`src/rtl/stereo_matrix_decoder_if.sv`:
```
`default_nettype none
// ============================================================================
//  Module      : stereo_matrix_decoder_if
//  Description : Sample-side bundle for the stereo matrix decoder.
//                Carries the 48 kHz strobe, the sum/difference input pair,
//                the gain, the reconstructed LEFT/RIGHT pair and the status
//                flags (valid, busy, overrun).
//                  master : the block that supplies samples and reads results
//                  slave  : the decoder itself
//  Revision    : 1.0  initial release
// ============================================================================
interface stereo_matrix_decoder_if;

    logic               clken_48;   // one-cycle 48 kHz sample strobe
    logic signed [17:0] LpR;        // sum channel sample (L+R)
    logic signed [17:0] LmR;        // difference channel sample (L-R)
    logic        [3:0]  Kg;         // output gain, 8 = unity
    logic signed [17:0] LEFT;       // reconstructed left sample
    logic signed [17:0] RIGHT;      // reconstructed right sample
    logic               valid;      // one-cycle pulse when LEFT/RIGHT update
    logic               busy;       // a sample is in flight
    logic               overrun;    // sticky: strobe arrived while busy

    modport master (
        output clken_48, LpR, LmR, Kg,
        input  LEFT, RIGHT, valid, busy, overrun
    );

    modport slave (
        input  clken_48, LpR, LmR, Kg,
        output LEFT, RIGHT, valid, busy, overrun
    );

endinterface

`default_nettype wire

```
`src/rtl/stereo_matrix_decoder.sv`:
```
`default_nettype none
// ============================================================================
//  Module      : stereo_matrix_decoder
//  Description : Stereo matrix decoder. On each 48 kHz strobe it captures a
//                sum (L+R) and difference (L-R) pair and reconstructs
//                LEFT = (LpR+LmR)*Kg/8 and RIGHT = (LpR-LmR)*Kg/8 using one
//                shared 4-cycle shift-add multiplier (left then right).
//                Result appears 9 cycles after the capture edge.
//
//  Ports       : clock          system clock
//                reset          synchronous, active-high reset
//                bus (slave)    clken_48, LpR, LmR, Kg      -> inputs
//                               LEFT, RIGHT, valid, busy,
//                               overrun                     <- outputs
//
//  Build macro : STEREO_DEC_SAT_EN
//                  defined   -> 21-bit results saturate to 18-bit range
//                  undefined -> 21-bit results wrap to their low 18 bits
//  Revision    : 1.0  initial release
// ============================================================================
module stereo_matrix_decoder (
    input  wire logic              clock,
    input  wire logic              reset,
    stereo_matrix_decoder_if.slave bus
);

    // ------------------------------------------------------------------
    // State encoding
    // ------------------------------------------------------------------
    localparam logic [1:0] c_IDLE  = 2'd0;
    localparam logic [1:0] c_MUL_L = 2'd1;
    localparam logic [1:0] c_MUL_R = 2'd2;
    localparam logic [1:0] c_OUT   = 2'd3;

    // Width of the stored per-channel result. With saturation the full
    // 21-bit scaled value is needed to detect overflow; with plain wrap only
    // the low 18 bits ever reach the outputs, so only those are kept.
`ifdef STEREO_DEC_SAT_EN
    localparam int c_RES_W = 21;
`else
    localparam int c_RES_W = 18;
`endif

    // ------------------------------------------------------------------
    // Declarations
    // ------------------------------------------------------------------
    logic [1:0]                r_state;
    logic [1:0]                w_next_state;

    logic                      w_busy;
    logic                      w_capture;
    logic                      w_mul;
    logic                      w_load_out;

    logic signed [18:0]        r_sum;
    logic signed [18:0]        r_diff;
    logic        [3:0]         r_gain;
    logic        [1:0]         r_bit_cnt;
    logic signed [23:0]        r_acc;
    logic signed [c_RES_W-1:0] r_res_l;
    logic signed [c_RES_W-1:0] r_res_r;

    logic signed [17:0]        r_left;
    logic signed [17:0]        r_right;
    logic                      r_valid;
    logic                      r_overrun;

    logic signed [18:0]        w_sum;
    logic signed [18:0]        w_diff;
    logic signed [18:0]        w_operand;
    logic signed [23:0]        w_addend;
    logic signed [23:0]        w_acc_next;
    logic                      w_last_bit;
    logic signed [c_RES_W-1:0] w_scaled;

    // ------------------------------------------------------------------
    // Narrowing of a stored result onto the 18-bit output range
    // ------------------------------------------------------------------
`ifdef STEREO_DEC_SAT_EN
    function automatic logic signed [17:0] f_narrow(input logic signed [20:0] v);
        logic signed [17:0] r;
        if (v > 21'sd131071) begin
            r = 18'sh1FFFF;
        end else if (v < -21'sd131072) begin
            r = 18'sh20000;
        end else begin
            r = v[17:0];
        end
        return r;
    endfunction
`else
    // Only the low 18 bits were kept, so wrap is already done.
    function automatic logic signed [17:0] f_narrow(input logic signed [17:0] v);
        return v;
    endfunction
`endif

    // ------------------------------------------------------------------
    // FSM: state register
    // ------------------------------------------------------------------
    always_ff @(posedge clock) begin
        if (reset) begin
            r_state <= c_IDLE;
        end else begin
            r_state <= w_next_state;
        end
    end

    // ------------------------------------------------------------------
    // FSM: next-state logic
    // ------------------------------------------------------------------
    always_comb begin
        w_next_state = r_state;
        case (r_state)
            c_IDLE: begin
                if (bus.clken_48) begin
                    w_next_state = c_MUL_L;
                end
            end
            c_MUL_L: begin
                if (w_last_bit) begin
                    w_next_state = c_MUL_R;
                end
            end
            c_MUL_R: begin
                if (w_last_bit) begin
                    w_next_state = c_OUT;
                end
            end
            c_OUT: begin
                w_next_state = c_IDLE;
            end
            default: begin
                w_next_state = c_IDLE;
            end
        endcase
    end

    // ------------------------------------------------------------------
    // FSM: output decode
    // ------------------------------------------------------------------
    always_comb begin
        w_busy     = 1'b0;
        w_capture  = 1'b0;
        w_mul      = 1'b0;
        w_load_out = 1'b0;
        case (r_state)
            c_IDLE: begin
                w_capture = bus.clken_48;
            end
            c_MUL_L, c_MUL_R: begin
                w_busy = 1'b1;
                w_mul  = 1'b1;
            end
            c_OUT: begin
                w_busy     = 1'b1;
                w_load_out = 1'b1;
            end
            default: begin
                w_busy = 1'b0;
            end
        endcase
    end

    // ------------------------------------------------------------------
    // Datapath combinational
    // ------------------------------------------------------------------
    // 19-bit sum/difference of two 18-bit signed values is always exact.
    assign w_sum  = {bus.LpR[17], bus.LpR} + {bus.LmR[17], bus.LmR};
    assign w_diff = {bus.LpR[17], bus.LpR} - {bus.LmR[17], bus.LmR};

    // MUL_L multiplies the sum, MUL_R the difference.
    assign w_operand  = (r_state == c_MUL_R) ? r_diff : r_sum;
    assign w_addend   = {{5{w_operand[18]}}, w_operand} << r_bit_cnt;
    assign w_acc_next = r_acc + (r_gain[r_bit_cnt] ? w_addend : 24'sd0);
    assign w_last_bit = (r_bit_cnt == 2'd3);

    // Dropping the low three bits of the two's-complement accumulator is an
    // arithmetic shift right by 3, i.e. division by 8 rounded toward -inf.
    assign w_scaled   = w_acc_next[c_RES_W+2:3];

    // ------------------------------------------------------------------
    // Datapath registers
    // ------------------------------------------------------------------
    always_ff @(posedge clock) begin
        if (reset) begin
            r_sum     <= '0;
            r_diff    <= '0;
            r_gain    <= '0;
            r_bit_cnt <= '0;
            r_acc     <= '0;
            r_res_l   <= '0;
            r_res_r   <= '0;
            r_left    <= '0;
            r_right   <= '0;
            r_valid   <= 1'b0;
            r_overrun <= 1'b0;
        end else begin
            r_valid <= 1'b0;

            // A strobe during any non-idle state (OUT included) is dropped
            // and remembered until reset.
            if (bus.clken_48 && w_busy) begin
                r_overrun <= 1'b1;
            end

            if (w_capture) begin
                r_sum     <= w_sum;
                r_diff    <= w_diff;
                r_gain    <= bus.Kg;
                r_acc     <= '0;
                r_bit_cnt <= '0;
            end

            if (w_mul) begin
                // Counter wraps 3 -> 0, ready for the next channel.
                r_bit_cnt <= r_bit_cnt + 2'd1;
                if (w_last_bit) begin
                    r_acc <= '0;
                    if (r_state == c_MUL_L) begin
                        r_res_l <= w_scaled;
                    end else begin
                        r_res_r <= w_scaled;
                    end
                end else begin
                    r_acc <= w_acc_next;
                end
            end

            if (w_load_out) begin
                r_left  <= f_narrow(r_res_l);
                r_right <= f_narrow(r_res_r);
                r_valid <= 1'b1;
            end
        end
    end

    // ------------------------------------------------------------------
    // Outputs
    // ------------------------------------------------------------------
    assign bus.LEFT    = r_left;
    assign bus.RIGHT   = r_right;
    assign bus.valid   = r_valid;
    assign bus.busy    = w_busy;
    assign bus.overrun = r_overrun;

endmodule

`default_nettype wire

```
`src/flat_wrapper.sv`:
```
// flat-port wrapper written by rule: the top's interface ports become plain ports
module stereo_matrix_decoder_flat 
  (clock, reset, bus_clken_48, bus_LpR, bus_LmR, bus_Kg, bus_LEFT, bus_RIGHT, bus_valid, bus_busy, bus_overrun);
  stereo_matrix_decoder_if bus_i ();
  input  wire logic clock;
  input  wire logic reset;
  input wire logic [$bits(bus_i.clken_48)-1:0] bus_clken_48;
  input wire logic [$bits(bus_i.LpR)-1:0] bus_LpR;
  input wire logic [$bits(bus_i.LmR)-1:0] bus_LmR;
  input wire logic [$bits(bus_i.Kg)-1:0] bus_Kg;
  output wire logic [$bits(bus_i.LEFT)-1:0] bus_LEFT;
  output wire logic [$bits(bus_i.RIGHT)-1:0] bus_RIGHT;
  output wire logic [$bits(bus_i.valid)-1:0] bus_valid;
  output wire logic [$bits(bus_i.busy)-1:0] bus_busy;
  output wire logic [$bits(bus_i.overrun)-1:0] bus_overrun;
  assign bus_i.clken_48 = bus_clken_48;
  assign bus_i.LpR = bus_LpR;
  assign bus_i.LmR = bus_LmR;
  assign bus_i.Kg = bus_Kg;
  assign bus_LEFT = bus_i.LEFT;
  assign bus_RIGHT = bus_i.RIGHT;
  assign bus_valid = bus_i.valid;
  assign bus_busy = bus_i.busy;
  assign bus_overrun = bus_i.overrun;
  stereo_matrix_decoder u_core (.clock(clock), .reset(reset), .bus(bus_i));
endmodule
```
`config.mk`:
```
export PLATFORM = sky130hd
export DESIGN_NAME = stereo_matrix_decoder_flat
export DESIGN_NICKNAME = d
export VERILOG_FILES = /design/src/rtl/stereo_matrix_decoder_if.sv /design/src/rtl/stereo_matrix_decoder.sv /design/src/flat_wrapper.sv
export SDC_FILE = /design/constraint.sdc
export NUM_CORES = 1
export LEC_CHECK = 0
export CORE_MARGIN = 2
export CORE_UTILIZATION = 35
export CTS_CLUSTER_SIZE = 10
export DETAILED_ROUTE_END_ITERATION = 16
export GPL_ROUTABILITY_DRIVEN = 0
export PLACE_DENSITY_LB_ADDON = 0.15
export SETUP_SLACK_MARGIN = 0.3
export SKIP_LAST_GASP = 1
export SYNTH_ARGS = -nofsm -noshare
export SYNTH_HDL_FRONTEND = slang
export SYNTH_SLANG_ARGS = --single-unit
```
`constraint.sdc`:
```
create_clock -name clock -period 4.1 [get_ports clock]
set_clock_uncertainty 0.1 [all_clocks]
set_input_delay 0.82 -clock clock [delete_from_list [all_inputs] [get_ports clock]]
set_output_delay 0.82 -clock clock [all_outputs]
set_load 0.02 [all_outputs]
```
Word level (Yosys, flattened, before mapping)
Index checks and enable logic that the tools add are counted.
Widths: inputs -> output; s select.
{"block": "word_totals", "inputBits": 43, "word_cells": 52, "regBits": 144}
{"block": "op_classes", "eq_ne": 7, "bitwise": 1, "shift": 1, "magnitude_cmp": 1, "n_mux": 18, "n_addsub": 4, "reduce_logical": 8}
{"operator": "$mux 24", "n": 4}
{"operator": "$add 24x24->24", "n": 1}
{"operator": "$shl 24x2->24", "n": 1}
{"operator": "$add 18x18->19", "n": 1}
{"operator": "$mux 19", "n": 1}
{"operator": "$sub 18x18->19", "n": 1}
{"operator": "$mux 2", "n": 5}
{"operator": "$reduce_and 3->1", "n": 3}
{"operator": "$pmux 2 s4", "n": 1}
{"operator": "$eq 2x2->1 const B", "n": 3}
{"operator": "$mux 1", "n": 6}
{"operator": "$ne 2x1->1 const B", "n": 2}
{"operator": "$lt 2x3->1 const B", "n": 1}
{"operator": "$reduce_or 3->1", "n": 1}
{"operator": "$add 2x1->2 const B", "n": 1}
{"operator": "$bmux 1 s2", "n": 1}
{"operator": "$eq 2x1->1 const B", "n": 1}
{"operator": "$logic_not 2->1", "n": 1}
{"operator": "$ne 2x2->1 const B", "n": 1}
{"operator": "$reduce_bool 2->1", "n": 1}
{"operator": "$reduce_or 2->1", "n": 1}
{"operator": "$logic_and 1x1->1", "n": 1}
{"operator": "$not 1->1", "n": 1}

Logic depth before layout (Yosys ltp)
{"block": "depth", "word_depth": 7, "depth_mapped": 18, "ltp_nobuf": 16}

Worst setup path before layout
OpenSTA, ideal clock, no wires.
{"block": "synth_timing", "kind": "reg-to-reg", "start": "register u_core.r_state[0]", "end": "register u_core.r_res_r[11]", "path_stages_with_launch": 17, "arrival_ps": 3394, "n_path_buf": 3, "setup_slack_ps": 527, "required_ps": 3921, "cell_sequence": "dfxtp_1 > inv_1 > ha_1 > buf_4 > buf_2 > mux4_2 > nand2_1 > a21oi_1 > ha_1 > buf_4 > o21ai_1 > a21oi_2 > o41ai_4 > o211ai_1 > a311o_1 > a21oi_2 > a211oi_2"}
{"block": "synth_between", "elab_chain_cells": 5, "elab_cells_between_ends": 10, "cone_classes": "add/sub: 1; eq/ne: 2; shift: 1; mux: 3; bitwise: 1; reduce/logical: 2"}
{"item": "start, declared", "line": "stereo_matrix_decoder.sv:47", "rtl": "logic [1:0] r_state;"}
{"item": "start signal, assigned", "line": "stereo_matrix_decoder.sv:103", "rtl": "r_state <= c_IDLE;"}
{"item": "start signal, assigned", "line": "stereo_matrix_decoder.sv:105", "rtl": "r_state <= w_next_state;"}
{"item": "$eq 2x2->1", "line": "stereo_matrix_decoder.sv:147, stereo_matrix_decoder.sv:173"}
{"item": "$mux 19", "line": "stereo_matrix_decoder.sv:173", "rtl": "assign w_operand = (r_state == c_MUL_R) ? r_diff : r_sum;"}
{"item": "$shl 24x2->24", "line": "stereo_matrix_decoder.sv:174", "rtl": "assign w_addend = {{5{w_operand[18]}}, w_operand} << r_bit_cnt;"}
{"item": "$mux 24", "line": "stereo_matrix_decoder.sv:175", "rtl": "assign w_acc_next = r_acc + (r_gain[r_bit_cnt] ? w_addend : 24'sd0);"}
{"item": "$add 24x24->24", "line": "stereo_matrix_decoder.sv:175"}
{"item": "end signal, assigned", "line": "stereo_matrix_decoder.sv:223", "rtl": "r_res_r <= w_scaled;"}
{"item": "end, declared", "line": "stereo_matrix_decoder.sv:61", "rtl": "logic signed [c_RES_W-1:0] r_res_r;"}
Several ways; a longest one is shown, not always the timed one.
A chain may end at the register's enable or synchronous reset.

Worst setup path after layout
{"block": "layout_timing", "start": "register u_core.r_state[0]", "end": "register u_core.r_acc[20]"}
{"block": "layout_between", "elab_chain_cells": 7, "elab_cells_between_ends": 13, "cone_classes": "add/sub: 1; eq/ne: 2; shift: 1; mux: 6; reduce/logical: 3"}
{"item": "$eq 2x2->1", "line": "stereo_matrix_decoder.sv:147, stereo_matrix_decoder.sv:173"}
{"item": "$mux 19", "line": "stereo_matrix_decoder.sv:173"}
{"item": "$shl 24x2->24", "line": "stereo_matrix_decoder.sv:174"}
{"item": "$mux 24", "line": "stereo_matrix_decoder.sv:175"}
{"item": "$add 24x24->24", "line": "stereo_matrix_decoder.sv:175"}
{"item": "$mux 24", "line": "stereo_matrix_decoder.sv:218", "rtl": "if (w_last_bit) begin"}
{"item": "$mux 24", "line": "stereo_matrix_decoder.sv:215", "rtl": "if (w_mul) begin"}
{"item": "end signal, assigned", "line": "stereo_matrix_decoder.sv:226", "rtl": "r_acc <= w_acc_next;"}
{"item": "end, declared", "line": "stereo_matrix_decoder.sv:59", "rtl": "logic signed [23:0] r_acc;"}
Several ways; a longest one is shown, not always the timed one.

==> flow_summary.ini <==
[status]
status = complete, no violations

[drt]
wl_per_cell_um = 14.91
drt-initial-drc-count = 505
vias = 7896
drt-vias-per-instance = 5.195
antenna_left = 0
wl_um = 22660
drcViolationCount = 0
dr.pass1.iters = 5

[logic_synthesis]
yosys_warnings = 0
synth_top_area_share_pct = 31.32
post_synth_mux_area_share_pct = 9.355
synth_cell_types = 78
netlist_top_cells_area = dfxtp_1 (31%), ha_1 (8.7%), mux2i_1 (7.0%)
synth_edf_count = 0
syn_inst = 1115
synth-simple-area-share_pct = 21.02
ys_seq_area_share_pct = 31.32
async_flop_share_pct = 0
ys_ff_latch = 140
synth_top_family_by_area = compound AO/OA/AOI/OAI gates
synth_xor_area_share_pct = 1.958
syn_area_per_cell_um2 = 8.025
synthTopCellsByCount = dfxtp_1 (140), nor2_1 (138), nand2_1 (105)
synth-compound-area-share_pct = 21.79
synth.most_common_cell = dfxtp_1
syn-num-nets = 1223
yosysTopAreaCell = dfxtp_1
synth_fa_ha_area_share_pct = 9.341
yosys_most_used_dff = dfxtp_1
syn_area_mm2 = 0.008947

[clock_network]
htree_levels = 4
cts-root-buf = clkbuf_16
cts_buffer_depth = 2
holdBufCountCts = 0
clock-sinks = 140
clk_pin_slew_ns = 0.07
cts-buffers-inserted = 17
cts_tree = yes
clock_latency_ns = 0.43

[timing]
grt_setup_unrepaired = yes
slew_headroom_pct = 33.24
slew_violations = 0
worst_slew_pin_slew_ns = 1.001
finalSetupTns_ns = 0
finalSetupViolCount = 0
fmax_mhz = 273.9
period_share_pct = 89.05
period_minus_slack_ns = 3.651
finalHoldViolCount = 0
setup_ws_ns = 0.4491
hold_ws_ns = 0.3546

[global_route]
grt_overflow = 0
grt_use_total_pct = 17.20
first_global_vias = 7477
antenna_found_initial = 0
grt_pass1_wl_um = 37560
grt_max_degree = 65

[power_and_ir_drop]
clkPwrFrac_pct = 29.1
intPower_uw = 3083
switching_share_pct = 38.59
irDropWorstVdd_v = 0.0002926
leakagePower_uw = 0.004165
pwr-share-comb_pct = 38.9
p_seq_share_pct = 32.0
netSwitchingPower_uw = 1937
power.density_mw_per_mm2 = 464.5

[placement]
numPortBuffers = 81
dp_worst_setup_slack_ns = 0.2435
hpwl_um = 16170

[floorplanning]
chipWidth_um = 163.9
rows = 58
initial_core_util_pct = 35.63
die_area_mm2 = 0.02686
io_pins = 82
coreArea_mm2 = 0.02511
die_h_um = 163.9

[cells_and_area]
nets = 1285
syn2layout_area_growth_pct = 20.81
fillerInstances = 2596
antennaDiodeCount = 0
utilization_pct = 43.05
drive_gt1_share_pct = 9.496
register_area_mm2 = 0.002804
multi_input_area_mm2 = 0.005757

[critical_path]
worstSetupPathType = register to register
start_kind = register
crit_fanout = 13
cp.required_ns = 4.34
cp.arrival_ns = 3.89
end_kind = register

[job]
cap_violations = 0

[worst_hold_path]
min_path_type = register to register
-- state kept, by name, indices dropped and copies added (netlist names) --
register	cells
u_core.r_res_r	18
u_core.r_res_l	18
u_core.r_acc	21
u_core.r_state	2
u_core.bus.RIGHT	18
u_core.bus.valid	1
u_core.r_gain	4
u_core.r_bit_cnt	2
u_core.bus.LEFT	18
u_core.bus.overrun	1
u_core.r_sum	18
u_core.r_diff	19
-- repair_timing --
action	4_1_cts	5_1_grt
hold endpoints to repair	0	0
cloned	1	0
setup endpoints to repair	11	27
resized for setup	6	12
pin swaps	3	8
setup buffers	1	8
-- critical path, cell delays in order, from the launching register on --
cell and delay, ns:
dfxtp_1 0.37, inv_2 0.08, ha_4 0.18, buf_12 0.15
mux2_2 0.24, mux2i_1 0.08, or3_1 0.42, fa_1 0.43
nand2b_4 0.18, a21oi_4 0.19, o41ai_4 0.09, o211a_1 0.30
or3_1 0.41, and3_1 0.18, o31ai_1 0.18
-- stage by stage --
step	std cells	power, µW	area (µm²)
after floorplan	1115	2961	8947
after global placement	1478	3483	10070
after detailed placement	1478	3496	10070
after CTS	1512	5019	10700
after global routing	1520	5353	10810
final	1520	5021	10810
-- metal layers --
metal / part of all wire (%) / global-route usage (%) / up-vias
li1: - / - / 4111
met1: 51 / 23.83 / 3628
met5: 0 / 0 / -
met2: 45 / 27.69 / 138
met3: 3.1 / 2.702 / 19
met4: 1.2 / 4.864 / 0
-- power groups by stage --
stage / logic [µW] / registers (µW) / clock network [µW]
after floorplan: 1360 / 1600 / 0
after global placement: 1850 / 1630 / 0
after detailed placement: 1870 / 1630 / 0
after CTS: 1910 / 1600 / 1500
after global routing: 2170 / 1620 / 1560
final: 1950 / 1610 / 1460
-- cell families after synthesis --
logic type | count (synthesis)
adders and majority gates | 65
AOI/OAI and AO/OA | 289
DFF | 140
muxes | 75
buffers and inverters | 121
xor gates and xnor gates | 20
and+or+nand+nor | 405
-- area by class of cell --
type / instances / share of cell area (%)
inverters: 51 / 1.771
clock buffers: 17 / 3.936
multi-input cells: 854 / 53.26
well taps: 330 / 3.820
flip-flops and latches: 140 / 25.94
clock inverters: 15 / 1.227
repair buffers: 113 / 10.05
-- path summary, 6_finish.rpt --
kind,endpoint,depth (start not counted),startpoint,slack (ns)
worst max-delay path,u_core.r_acc[20]$_SDFFE_PP0P_,14,u_core.r_state[0]$_SDFFE_PP0P_,0.45
worst min-delay path,u_core.r_gain[2]$_SDFFE_PP0P_,2,u_core.r_gain[2]$_SDFFE_PP0P_,0.35
worst max register to register,u_core.r_acc[20]$_SDFFE_PP0P_,14,u_core.r_state[0]$_SDFFE_PP0P_,0.45
worst min register to register,u_core.r_gain[2]$_SDFFE_PP0P_,2,u_core.r_gain[2]$_SDFFE_PP0P_,0.35
-- cells in the final DEF, fill, tap and decap left out, types with 17 or more instances in the layout --
master           count
nand3_1             40
a211oi_1            23
nor3_1              30
mux2i_1             63
clkdlybuf4s50_1     80
o21ai_0             33
dfxtp_1            139
a21oi_1             95
clkbuf_16           17
nand2_1            105
ha_1                58
buf_4               31
inv_1               50
nor2_1             138
(Power assumes the default switching activity.)
